`config.mk`:
```
export PLATFORM = sky130hd
export DESIGN_NAME = bcd_serial_addsub
export DESIGN_NICKNAME = d
export VERILOG_FILES = /design/src/rtl/bcd_serial_addsub.sv
export SDC_FILE = /design/constraint.sdc
export NUM_CORES = 1
export LEC_CHECK = 0
export CAP_MARGIN = 30
export CORE_MARGIN = 2
export CORE_UTILIZATION = 50
export DETAILED_ROUTE_END_ITERATION = 10
export HOLD_SLACK_MARGIN = 0.1
export MAX_ROUTING_LAYER = met4
export PLACE_DENSITY_LB_ADDON = 0.3
export SETUP_SLACK_MARGIN = 0.02
export SYNTH_ARGS = -nofsm -noshare
export SYNTH_HDL_FRONTEND = slang
export SYNTH_SLANG_ARGS = --single-unit
```
`constraint.sdc`:
```
create_clock -name clk -period 4.2 [get_ports clk]
set_input_delay 0.63 -clock clk [delete_from_list [all_inputs] [get_ports clk]]
set_output_delay 0.63 -clock clk [all_outputs]
set_load 0.05 [all_outputs]
```
`src/rtl/bcd_serial_addsub.sv`:
```
// Digit-serial packed-BCD adder/subtractor: one decimal digit per clock, LSD first.
// Subtraction adds the nines' complement of B with the carry preset to 1.
module bcd_serial_addsub #(
  parameter int NDIGITS = 4
) (
  input  logic                   clk,
  input  logic                   rst,
  input  logic [4*NDIGITS-1:0]   a,
  input  logic [4*NDIGITS-1:0]   b,
  input  logic                   sub,
  input  logic                   in_valid,
  output logic                   in_ready,
  output logic [4*NDIGITS-1:0]   sum,
  output logic                   cout,
  output logic                   err,
  output logic                   out_valid,
  input  logic                   out_ready
);

  // Handshake: a transfer happens on a rising edge where valid && ready are both
  // high; in_ready is high only in IDLE, out_valid only in DONE, and DONE holds
  // its outputs until out_ready is sampled high.

  localparam int W  = 4 * NDIGITS;
  localparam int IW = (NDIGITS > 1) ? $clog2(NDIGITS) : 1;

  typedef enum logic [1:0] {
    IDLE = 2'd0,
    RUN  = 2'd1,
    DONE = 2'd2
  } state_t;

  state_t          state;
  logic [W-1:0]    a_r;
  logic [W-1:0]    b_r;
  logic            sub_r;
  logic [IW-1:0]   idx;
  logic            carry;

  logic [3:0]      a_d;
  logic [3:0]      b_d;
  logic [3:0]      bd;
  logic [4:0]      t;
  logic [3:0]      digit;
  logic            c_next;
  logic            bad;
  logic            last;

  always_comb begin
    a_d    = a_r[4*idx +: 4];
    b_d    = b_r[4*idx +: 4];
    bd     = sub_r ? (4'd9 - b_d) : b_d;
    t      = {1'b0, a_d} + {1'b0, bd} + {4'd0, carry};
    digit  = t[3:0];
    c_next = 1'b0;
    // Decimal correction; the 4-bit wrap of +6 equals (t+6)[3:0].
    if (t > 5'd9) begin
      digit  = t[3:0] + 4'd6;
      c_next = 1'b1;
    end
    bad  = (a_d > 4'd9) || (b_d > 4'd9);
    last = (idx == IW'(NDIGITS - 1));
  end

  always_ff @(posedge clk) begin
    if (rst) begin
      state     <= IDLE;
      carry     <= 1'b0;
      idx       <= '0;
      a_r       <= '0;
      b_r       <= '0;
      sub_r     <= 1'b0;
      in_ready  <= 1'b1;
      out_valid <= 1'b0;
      sum       <= '0;
      cout      <= 1'b0;
      err       <= 1'b0;
    end else begin
      case (state)
        IDLE: begin
          if (in_valid) begin
            a_r      <= a;
            b_r      <= b;
            sub_r    <= sub;
            idx      <= '0;
            sum      <= '0;
            err      <= 1'b0;
            carry    <= sub;
            in_ready <= 1'b0;
            state    <= RUN;
          end
        end
        RUN: begin
          sum[4*idx +: 4] <= digit;
          carry           <= c_next;
          err             <= err | bad;
          if (last) begin
            cout      <= c_next;
            out_valid <= 1'b1;
            state     <= DONE;
          end else begin
            idx <= idx + 1'b1;
          end
        end
        DONE: begin
          if (out_ready) begin
            out_valid <= 1'b0;
            in_ready  <= 1'b1;
            state     <= IDLE;
          end
        end
        default: begin
          state     <= IDLE;
          in_ready  <= 1'b1;
          out_valid <= 1'b0;
        end
      endcase
    end
  end

endmodule

```
==> results, run 1 <==
- The flow ran to the end, and the final reports show no timing, DRC or antenna violations.
- Clock latency on the worst-skew pair, taken at its later pin, is 0.33 ns.
- The cell type with the highest occurrence count on the critical path is ha_1.
- The deepest level of the CTS H-tree is 3.
- The estimated wirelength of the detail-placed design is 4030 um.
- The number of hold violations in the final report is 0.
- The first detailed-routing pass took 4 iterations.
- Setup repair after global routing left no endpoint under its margin.
- The number of antenna violations at the first check in global routing is 0.
- The power per unit of standard cell area is 393 nW/um^2.
- In the layout the commonest cells are nand2_1, dfxtp_1, clkdlybuf4s50_1.
- During placement, the flow inserted port buffers numbering 56.
- The worst setup path is captured at a flip-flop.
- The most common library cell in the layout ignoring fill and taps is nand2_1.
- Yosys printed 0 warnings.
- The sequential fraction of the synthesis area is 44.1%.
- The max-slew violation count is 0.
- The post-synth design cell area is 2640 sq um.
- The netlist uses 34 different library cells.
- Static timing analysis puts the maximum clock frequency at 268 MHz.
- The total negative slack is 0 ns.
- STA classifies the critical path startpoint as a flip-flop.
- After synthesis, the mean cell area works out to 8.34 sq um.
- After the first detailed-routing iteration, the DRC count stood at 108.
- Setup violations remaining at the end of the flow were counted as 0.
- The via count of the first global-routing pass is 2175.
- After detailed routing, the average wire length per cell comes to 12.7 um.
- TritonCTS created 9 clock buffers.
- The effective utilization at floorplan is 51.6%.
- The final period demand of the worst path is 3.73 ns.
- The synthesis-to-finish area growth is 30.3%.
- The die is 76.6 um wide.
- The cell class contributing the biggest share of worst-path delay is compound AO/OA/AOI/OAI gates.
- Summed over all layers, the routed wires come to 5630 um.
- After detailed routing, the number of vias per cell comes to 5.18.
- The kind of path behind the tightest hold check is reg2reg.
- The floorplan has 26 rows.
- The total DRC errors in the routed layout is 0.
- The pin count of the biggest net entering global routing is 57.
- Clock-pin slew was measured on the worst setup and hold paths at 0.06 ns.
- The repair_antennas step left the layout with diodes totalling 0.
- The first global-routing pass estimated 9590 um of wire.
- In this design, the stage delay of the slowest critical-path cell is 0.59 ns.
- The floorplan step defined a core boundary enclosing 5110 sq um.
- The total number of vias is 2288.
- The share of the clock period used by the worst path is 88.9%.
- The floorplan step defined a die boundary enclosing 5870 sq um.
- The leakage power of the design is 0.00131 uW.
- The die outline height is 76.6 um.
- The number of resized instances in the post-cts repair step is 0.
- The critical path goes through buf_4 > mux4_2 > inv_1 > ha_1 > nand2_1 > o21ai_0 > ha_1 > xnor2_1 > ha_1 > a22o_1 > o31a_1 > xnor2_1 > a32oi_1 > nor2_1.
- The share of cells above drive strength 1 is 8.87%.
- The global route total overflow is 0.
- Across the routed clock network, the largest skew measured is 0.00542 ns.
- After filler insertion, the fill cell instance count of the layout stands at 460.
- The count of buffers added by post-CTS timing repair for setup is 0.
- The worst supply voltage drop on vdd is 241 uV.
- The TritonCTS clock tree is yes.
- The clock drives 58 sinks.
- The critical path is of the reg2reg type.
- The total power consumption of the routed design is 1350 uW.
- The post-synth net total is 365.
- The arrival time of data at the critical path endpoint is 3.99 ns.
- The critical path contains buffers and inverters numbering 2 combined.
- The library cell used as clock root buffer is clkbuf_8.
- At the pin with the least slew margin, the transition time is 0.972 ns.
- The worst relative slew slack is 35.2%.
- Hold repair after CTS inserted 0 buffers.
- The overall track demand over capacity in global routing is 21.0%.
- The data required time of the worst path is 4.46 ns.
- After synthesis the netlist holds a flip-flop and latch count of 58.
- The count of nets left with antenna violations after detail routing is 0.
- Along the worst path, the maximum fanout reaches 7.
- The number of nets in the final layout is 416.
- The number of instances in the synthesized netlist is 316.
- The final RePlAce weighted congestion is 0.808.
- The number of placed I/O pins is 57.
- The number of buffers on the longest clock path is 2.
- The slowest stage of the critical path is the mux4_2 cell.
- The number of max-cap violations is 0.
==> worst reg2reg max path: stages, from the launching register on <==
cell,delay [ns]
dfxtp_1,0.37
buf_4,0.21
mux4_2,0.59
inv_1,0.08
ha_1,0.22
nand2_1,0.06
o21ai_0,0.08
ha_1,0.34
xnor2_1,0.22
ha_1,0.28
a22o_1,0.25
o31a_1,0.38
xnor2_1,0.34
a32oi_1,0.16
nor2_1,0.09
==> routing by layer <==
metal / global-route usage (%) / share of wire (%) / vias up / routed length, um
met5: - / 0 / - / 0
met4: 11.8 / 1.9 / 0 / 109
met3: 3.67 / 3.8 / 10 / 211
met2: 33.1 / 49 / 59 / 2740
met1: 25.4 / 45 / 1046 / 2560
li1: - / - / 1173 / -
==> kinds of logic (layout without fill, tap and decap cells) <==
group | Yosys count | in the layout | share of synthesized area, %
flip-flops | 58 | 58 | 44.1
AO/OA/AOI/OAI | 76 | 76 | 16.4
adder cells (fa/ha/maj) | 12 | 12 | 6.27
AND/OR/NAND/NOR | 127 | 127 | 20.3
XOR/XNOR | 4 | 4 | 1.33
buffers and inverters | 30 | 86 | 4.46
multiplexers | 9 | 9 | 7.22
==> power breakdown <==
group          internal, uW  total (uW)  switching, uW  leakage [uW]
Combinational           111         242            131      0.000736
Sequential              575         591           15.5      0.000474
Clock                   303         517            214      0.000105
Total                   989        1350            361       0.00131
==> registers in the layout (all words and copies together), names as in the netlist <==
| signal | flops |
|---|---|
| a_r | 16 |
| b_r | 16 |
| sum | 16 |
| idx | 2 |
| state | 2 |
| carry | 1 |
| cout | 1 |
| err | 1 |
| in_ready | 1 |
| out_valid | 1 |
| sub_r | 1 |
==> metrics by stage <==
stage          cells  setup WS [ns]  hold WS, ns  util, %  cell area (sq um)
6_report         442          0.467        0.450     67.2               3430
2_1_floorplan    316          0.602        0.433        -               2640
3_3_place_gp     426          0.713        0.438     63.3               3230
3_5_place_dp     426          0.547        0.441     63.3               3230
5_1_grt          442          0.272        0.475     67.2               3430
4_1_cts          442          0.484        0.453     67.2               3430
==> layout make-up <==
cell class	count	area (sq um)	share of cell area, %
Multi-Input combinational cell	228	1360	39.6
Sequential cell	58	1160	33.8
Timing Repair Buffer	60	586	17.0
Clock buffer	11	151	4.41
Tap cell	70	87.6	2.55
Clock inverter	5	52.6	1.53
Inverter	10	37.5	1.09
==> synth_stat cells <==
cell type	instances	area share [%]
a211o_1	1	0.33
nand2b_1	2	0.47
fa_1	2	1.5
a21o_1	3	0.85
buf_1	3	0.43
or2_2	3	0.71
mux4_2	8	6.8
a311oi_1	1	0.33
o31a_1	1	0.33
nor2_1	27	3.8
nor3_1	5	0.95
a2111oi_0	2	0.66
a22oi_1	5	1.4
and4_1	1	0.33
o21ai_1	4	0.76
a22o_1	1	0.33
ha_1	10	4.7
inv_1	10	1.4
o21ai_0	7	1.3
a21boi_0	1	0.29
nand3b_1	1	0.29
clkbuf_1	13	1.9
nand2_1	78	11
nand4_1	2	0.47
nor2b_1	6	1.4
a21oi_1	48	9.1
mux2i_1	1	0.38
xnor2_1	4	1.3
dfxtp_1	58	44
a32oi_1	1	0.33
o21bai_1	1	0.29
and3b_1	1	0.33
buf_2	4	0.76
nand4b_1	1	0.33
==> path summary, 6_finish.rpt <==
kind | to | startpoint | cells after the start | slack (ns)
hold / removal | sum[15]$_SDFFE_PP0P_ | sum[15]$_SDFFE_PP0P_ | 2 | 0.45
setup reg to reg | sum[1]$_SDFFE_PP0P_ | idx[0]$_SDFFE_PP0P_ | 14 | 0.47
hold reg to reg | sum[15]$_SDFFE_PP0P_ | sum[15]$_SDFFE_PP0P_ | 2 | 0.45
setup / recovery | sum[1]$_SDFFE_PP0P_ | idx[0]$_SDFFE_PP0P_ | 14 | 0.47
Note: power is estimated with default switching activity, not from simulation.
==> run 2, diff against run 1 <==
==> constraint.sdc (replaced) <==
create_clock -name clk -period 4.2 [get_ports clk]
set_input_delay 0.84 -clock clk [delete_from_list [all_inputs] [get_ports clk]]
set_output_delay 0.84 -clock clk [all_outputs]
set_load 0.05 [all_outputs]
==> results, run 2 (synthesis gave the netlist of run 1 again) <==
- The share of cells above drive strength 1 is 8.63%.
- The met3 routed wirelength is 252 um.
- The library cells used most frequently in the layout, excluding fill and tap cells, are nand2_1, dfxtp_1, clkdlybuf4s50_1.
- By startpoint and endpoint, the worst setup path is classified as reg2reg.
- The flow ran to the end, and the final reports show no timing, DRC or antenna violations.
- The first detailed-routing pass took 4 iterations.
- The synthesis-to-finish area growth is 29.8%.
- For this run, the top clock speed supported by timing is 278 MHz.
- The final period demand of the worst path is 3.59 ns.
- Of the total power, registers draw 45.2%.
- The pin slew with the least headroom to its limit is 0.971 ns.
- In this run the remaining antenna-violating nets after routing total 0.
- The worst-case IR drop observed on VDD is 229 uV.
- The most common library cell in the layout ignoring fill and taps is nand2_1.
- The reg-to-reg setup timing slack is 0.61 ns.
- The design draws 1310 uW.
- The worst setup path is captured at a flip-flop.
- The reg-to-reg endpoint is sum[1]$_SDFFE_PP0P_.
- The sequential cells in the finished layout cover a total of 1160 sq um.
- The violation count after the first detailed-routing iteration is 75.
- The maximum fanout along the worst path is 7.
- The number of cells on the worst reg-to-reg path is 14.
- Fill cells in the final layout number 432.
- The critical register-to-register path startpoint is idx[0]$_SDFFE_PP0P_.
- The number of antenna violations at the first check in global routing is 0.
- The capturing instance or port of the critical path is sum[1]$_SDFFE_PP0P_.
- The largest single stage delay on the critical path is 0.58 ns.
- Across the routed clock network, the largest skew measured is 0.00834 ns.
- The kind of start point of the critical path is a flip-flop.
- The total DRC errors in the routed layout is 0.
- The average detailed-routed wire length per instance is 12.6 um.
- The proportion of power drawn by combinational gates is 18.1%.
- The met2 routed wirelength is 2690 um.
- Summing all non-filler instances in the final layout gives an area of 3420 sq um.
- The fraction of power consumed by the clock network is 36.7%.
- The data required time of the worst path is 4.47 ns.
- The total of buffers placed on input and output ports is 56.
- The number of max-cap violations is 0.
- The number of buffers on the longest clock path is 2.
- In this run the power density over the cells is 383 nW/um^2.
- The arrival time of data at the critical path endpoint is 3.87 ns.
- The final RePlAce weighted congestion is 0.781.
- For this design, the CTS-stage hold fixing added 0 buffers.
- The path class of the tightest hold or removal check is reg2reg.
- For this design the total switching power over the nets is 350 uW.
- The sum of routed wire length over all layers is 5540 um.
- The count of buffers added by post-CTS timing repair for setup is 0.
- Entering global routing, the biggest net connects 57 pins.
- For this design the static power due to leakage is 0.00131 uW.
- The number of placed I/O pins is 57.
- In this run, CTS created clock tree buffers numbering 9.
- The startpoint of the worst setup timing path is idx[0]$_SDFFE_PP0P_.
- Measured along the x axis, the die boundary spans 76.6 um.
- The clock drives 58 sinks.
- The deepest level of the CTS H-tree is 3.
- By instance count, the cell type seen most on the critical path is ha_1.
- In the finished design, the share of the clock period the worst path needs comes to 85.6%.
- The via count of the first global-routing pass came to 2124.
- The uppermost layer routed is met4.
- 0 antenna diodes ended up in the layout.
- Setup repair after global routing left no endpoint under its margin.
- The library cell used as clock root buffer is clkbuf_8.
- In the routed layout, each cell is associated on average with a via count of 5.16.
- In this run, post-CTS repair resized a total of 0 instances.
- The total area of multi-input combinational cells is 1360 sq um.
- The cell internal power dissipation is 959 uW.
- The placement-stage worst setup slack is 0.574 ns.
- After detailed placement, the total cell area comes to 3230 sq um.
- The number of hold violations in the final report is 0.
- In the final layout, the registers with the most flip-flops are a_r x16, b_r x16, sum x16.
- The global-route wire length before repair is 9390 um.
- The effective utilization at floorplan is 51.6%.
- The clock-pin slew of the registers on the worst-case setup and hold paths is 0.07 ns.
- The region available for standard cell placement spans 5110 sq um.
- The floorplan has 26 rows.
- The met1 wire length is 2480 um.
- The count of final setup violators is 0.
- The estimated wirelength of the detail-placed design is 4060 um.
- Clock latency on the worst-skew pair, taken at its later pin, is 0.34 ns.
- The total overflow left after global routing is 0.
- The switching share of total power is 26.7%.
- The max-slew violation count is 0.
- In this run the tightest slew margin relative to its limit is 35.3%.
- The critical-path cell with the highest stage delay is mux4_2.
- For this block, the via count after detailed routing is 2277.
- Adding up every negative setup slack in the final design gives 0 ns.
- The die outline area is 5870 sq um.
- Global routing used 20.8% of the available tracks.
- The number of nets in the final layout is 416.
- TritonCTS built the clock tree.
- The die outline height is 76.6 um.
- The signal on the critical path passes through buf_4 > mux4_2 > inv_1 > ha_1 > nand2_1 > o21ai_0 > ha_1 > xnor2_1 > ha_1 > a22o_1 > o31a_1 > xnor2_1 > a32oi_1 > nor2_1.
- The final worst-path setup slack is 0.605 ns.
## run 2: cell types whose count changed in the layout (fill, tap and decap cells not counted)
cell | before | now
clkbuf_8 | 11 | 13
bufinv_16 | 1 | 0
clkinv_2 | 3 | 2
clkinvlp_4 | 1 | 0
## run 2: metrics by stage
stage | hold WS [ns] | utilization [%] | std cells
3_3_place_gp | 0.437 | 63.3 | 426
2_1_floorplan | 0.433 | - | 316
6_report | 0.451 | 67.0 | 441
5_1_grt | 0.477 | 67.0 | 441
3_5_place_dp | 0.444 | 63.3 | 426
4_1_cts | 0.453 | 67.0 | 441
## run 2: critical path, delay by kind of cell, from the launching register on
kind / cells / cell delay (ns)
adders and majority gates: 3 / 0.81
AOI/OAI and AO/OA: 4 / 0.84
and+or+nand+nor: 2 / 0.16
buffers and inverters: 2 / 0.29
DFF: 1 / 0.37
muxes: 1 / 0.58
xor gates and xnor gates: 2 / 0.49
## run 2: per-layer routing
metal | global-route usage (%) | vias to the layer above
li1 | - | 1173
met1 | 24.6 | 1044
met2 | 32.7 | 51
met3 | 6.64 | 9
met4 | 8.91 | 0
met5 | - | -
## run 2: layout make-up
| cell class | instances | area share, % |
|---|---|---|
| clock buffers | 13 | 5.23 |
| clock inverters | 2 | 0.293 |
| inverters | 10 | 1.10 |
| multi-input cells | 228 | 39.7 |
| flip-flops and latches | 58 | 34.0 |
| well taps | 70 | 2.56 |
| repair buffers | 60 | 17.1 |
## run 2: worst min path at each step
| stage | startpoint | end | cells past startpoint |
|---|---|---|---|
| 2_1_floorplan | a_r[10]$_SDFFE_PP0P_ | a_r[10]$_SDFFE_PP0P_ | 2 |
| 3_3_place_gp | sum[11]$_SDFFE_PP0P_ | sum[11]$_SDFFE_PP0P_ | 2 |
| 3_5_place_dp | sum[10]$_SDFFE_PP0P_ | sum[10]$_SDFFE_PP0P_ | 2 |
| 4_1_cts | sum[10]$_SDFFE_PP0P_ | sum[10]$_SDFFE_PP0P_ | 2 |
| 5_1_grt | b_r[5]$_SDFFE_PP0P_ | b_r[5]$_SDFFE_PP0P_ | 2 |
| 6_report | sum[10]$_SDFFE_PP0P_ | sum[10]$_SDFFE_PP0P_ | 2 |
## run 2: power groups by stage
stage,registers (uW),logic (uW),clock network (uW)
final,592,237,481
after global routing,594,263,516
after CTS,591,238,493
after floorplan,611,152,0
after global placement,603,231,0
after detailed placement,603,237,0
==> run 3, diff against run 2 <==
Settings changed: GPL_ROUTABILITY_DRIVEN set to 0, SLEW_MARGIN set to 25.
Clock period 4.2 ns to 3.8 ns, I/O delays scaled along.
==> results, run 3 (synthesis gave the netlist of run 1 again) <==
- The count of final setup violators is 0.
- Data on the critical path is required at its endpoint by 4.07 ns.
- The number of resized instances in the post-cts repair step is 0.
- The clock insertion delay at the later pin of the skew report is 0.33 ns.
- The count of buffers added by post-CTS timing repair for setup is 0.
- In this run, the number of DRC markers left after iteration 0 of detailed routing was 136.
- The final critical path takes up 93.2% of the cycle.
- The proportion of power drawn by combinational gates is 18.9%.
- The power per unit of standard cell area is 413 nW/um^2.
- The mean number of vias per cell is 5.18.
- Summed over all cells, the static leakage comes to 0.00132 uW.
- In the final timing run, aggregate negative setup slack is 0 ns.
- The total CTS buffers is 9.
- The first global-routing pass estimated 9930 um of wire.
- The clock skew is 0.00594 ns.
- After detailed routing, the average wire length per cell comes to 13.1 um.
- The worst setup path is captured at a flip-flop.
- The number of iterations in the first detailed-routing pass is 4.
- Internal power comes to 1030 uW.
- Entering global routing, the biggest net connects 57 pins.
- The die outline height is 76.6 um.
- In this run, post-CTS hold repair placed 0 buffers.
- The switching share of total power is 27.5%.
- The flow ran to the end, and the final reports show no timing, DRC or antenna violations.
- The region available for standard cell placement spans 5110 sq um.
- The final period demand of the worst path is 3.54 ns.
- The library cells used most frequently in the layout, excluding fill and tap cells, are nand2_1, dfxtp_1, clkdlybuf4s50_1.
- The number of hold violations in the final report is 0.
- In the final layout, the registers with the most flip-flops are a_r x16, b_r x16, sum x16.
- The max-slew violation count came to 0.
- The final worst-path setup slack is 0.259 ns.
- The via count of the first global-routing pass was 2206.
- The clock drives 58 sinks.
- The effective utilization at floorplan is 51.6%.
- Leaving out filler cells and counting taps, the final layout contains 443.
- At the worst endpoint, the arrival time is 3.81 ns.
- The number of standard-cell rows in the floorplan is 26.
- The type of the worst setup path is reg2reg.
- The H-tree generated during clock tree synthesis spans 3 levels.
- IR analysis of the VDD net gives a maximum drop of 250 uV.
- In this run the worst path has a maximum fanout of 6.
- The clock-pin slew of the registers on the worst-case setup and hold paths is 0.06 ns.
- The tightest min-delay check is of the reg2reg type.
- Headroom to the max-slew limit came out at 60.8%.
- The library cell used most frequently in the layout, excluding fill and tap cells, is nand2_1.
- The die outline width is 76.6 um.
- The share of total power dissipated in the clock network is 34.8%.
- The sequential share of power is 46.3%.
- The number of placed I/O pins is 57.
- Relative to the synthesized area, the layout overhead comes to 30.2%.
- Cells fill 67.2% of the core in the end.
- The overall track demand over capacity in global routing is 22.0%.
- In the final layout, the share of cells above drive strength 1 is 9.12%.
- The worst setup path is launched from a flip-flop.
- The floorplan step defined a die boundary enclosing 5870 sq um.
- For this run, the post-layout net count is 418.
- The number of antenna violations at the first check in global routing was 0.
- The number of filler cells placed in the layout is 451.
- The net switching component of the power is 390 uW.
- Max-cap violations in this run came to 0.
- After detailed placement, the design holds a cell count of 427.
- The sum of routed wire length over all layers is 5800 um.
- Detailed routing inserted a total of 2294 vias.
- Across all hold checks on the routed design, the worst slack comes to 0.453 ns.
- The detail route stage leaves a number of antenna-violating nets equal to 0.
- For the pin with the worst max-slew slack, the measured transition is 0.588 ns.
- The repair_antennas step left the layout with diodes totalling 0.
- In this run the deepest clock path goes through 2 buffers.
- In this run the clock root is driven by a clkbuf_8.
- The highest clock frequency the design can meet is 282 MHz.
- The total of buffers placed on input and output ports is 56.
- The global route total overflow is 0.
- In the routed design, unresolved DRC markers number 0.
- The TritonCTS clock tree is yes.
- The estimated wirelength of the detail-placed design is 4130 um.
- The placement-stage worst setup slack is 0.135 ns.
- Setup repair after global routing left no endpoint under its margin.
-- run 3: cell types whose count changed in the layout (fill, tap and decap cells not counted), sizes merged --
| cell | before | now |
|---|---|---|
| clkbuf | 13 | 12 |
| buf | 5 | 7 |
| clkinv | 2 | 3 |
-- run 3: critical path, cell delays in order (launching register included) --
cell,delay [ns]
dfxtp_2,0.44
mux4_2,0.54
xnor2_1,0.19
fa_1,0.23
inv_1,0.06
fa_1,0.39
xnor2_1,0.18
ha_1,0.24
a22o_1,0.23
o31a_1,0.37
xnor2_1,0.33
a32oi_1,0.15
nor2_1,0.10
-- run 3: metrics by stage --
stage	instance area [sq um]	total power, uW
finish	3430	1420
global route	3430	1490
CTS	3410	1430
detailed placement	3240	931
global placement	3240	924
floorplan	2640	844
-- run 3: metal layers --
layer  part of all wire [%]  vias up  wire [um]  GRT usage (%)
li1                       -     1176          -              -
met1                     44     1052       2530           25.1
met2                     51       56       2950           36.5
met3                    4.1       10        239           5.45
met4                    1.5        0         89           9.82
met5                      0        -          0              -
-- run 3: final cells by class --
type | instances | area [sq um] | share of cell area (%)
Multi-Input combinational cell | 228 | 1360 | 39.6
Sequential cell | 58 | 1160 | 33.9
Timing Repair Buffer | 62 | 613 | 17.9
Clock buffer | 12 | 155 | 4.52
Tap cell | 70 | 87.6 | 2.55
Inverter | 10 | 37.5 | 1.09
Clock inverter | 3 | 15.0 | 0.438
-- run 3: final timing paths --
check | from | endpoint | slack (ns) | cells after the start
worst max register to register | idx[0]$_SDFFE_PP0P_ | sum[1]$_SDFFE_PP0P_ | 0.26 | 12
worst min-delay path | sum[15]$_SDFFE_PP0P_ | sum[15]$_SDFFE_PP0P_ | 0.45 | 2
worst min register to register | sum[15]$_SDFFE_PP0P_ | sum[15]$_SDFFE_PP0P_ | 0.45 | 2
worst max-delay path | idx[0]$_SDFFE_PP0P_ | sum[1]$_SDFFE_PP0P_ | 0.26 | 12
-- run 3: power by group through the flow --
stage / clock, uW / combinational, uW / sequential (uW)
after global placement: 0 / 256 / 668
after CTS: 504 / 266 / 655
after global routing: 534 / 298 / 659
after detailed placement: 0 / 263 / 669
final: 493 / 267 / 656
after floorplan: 0 / 169 / 675
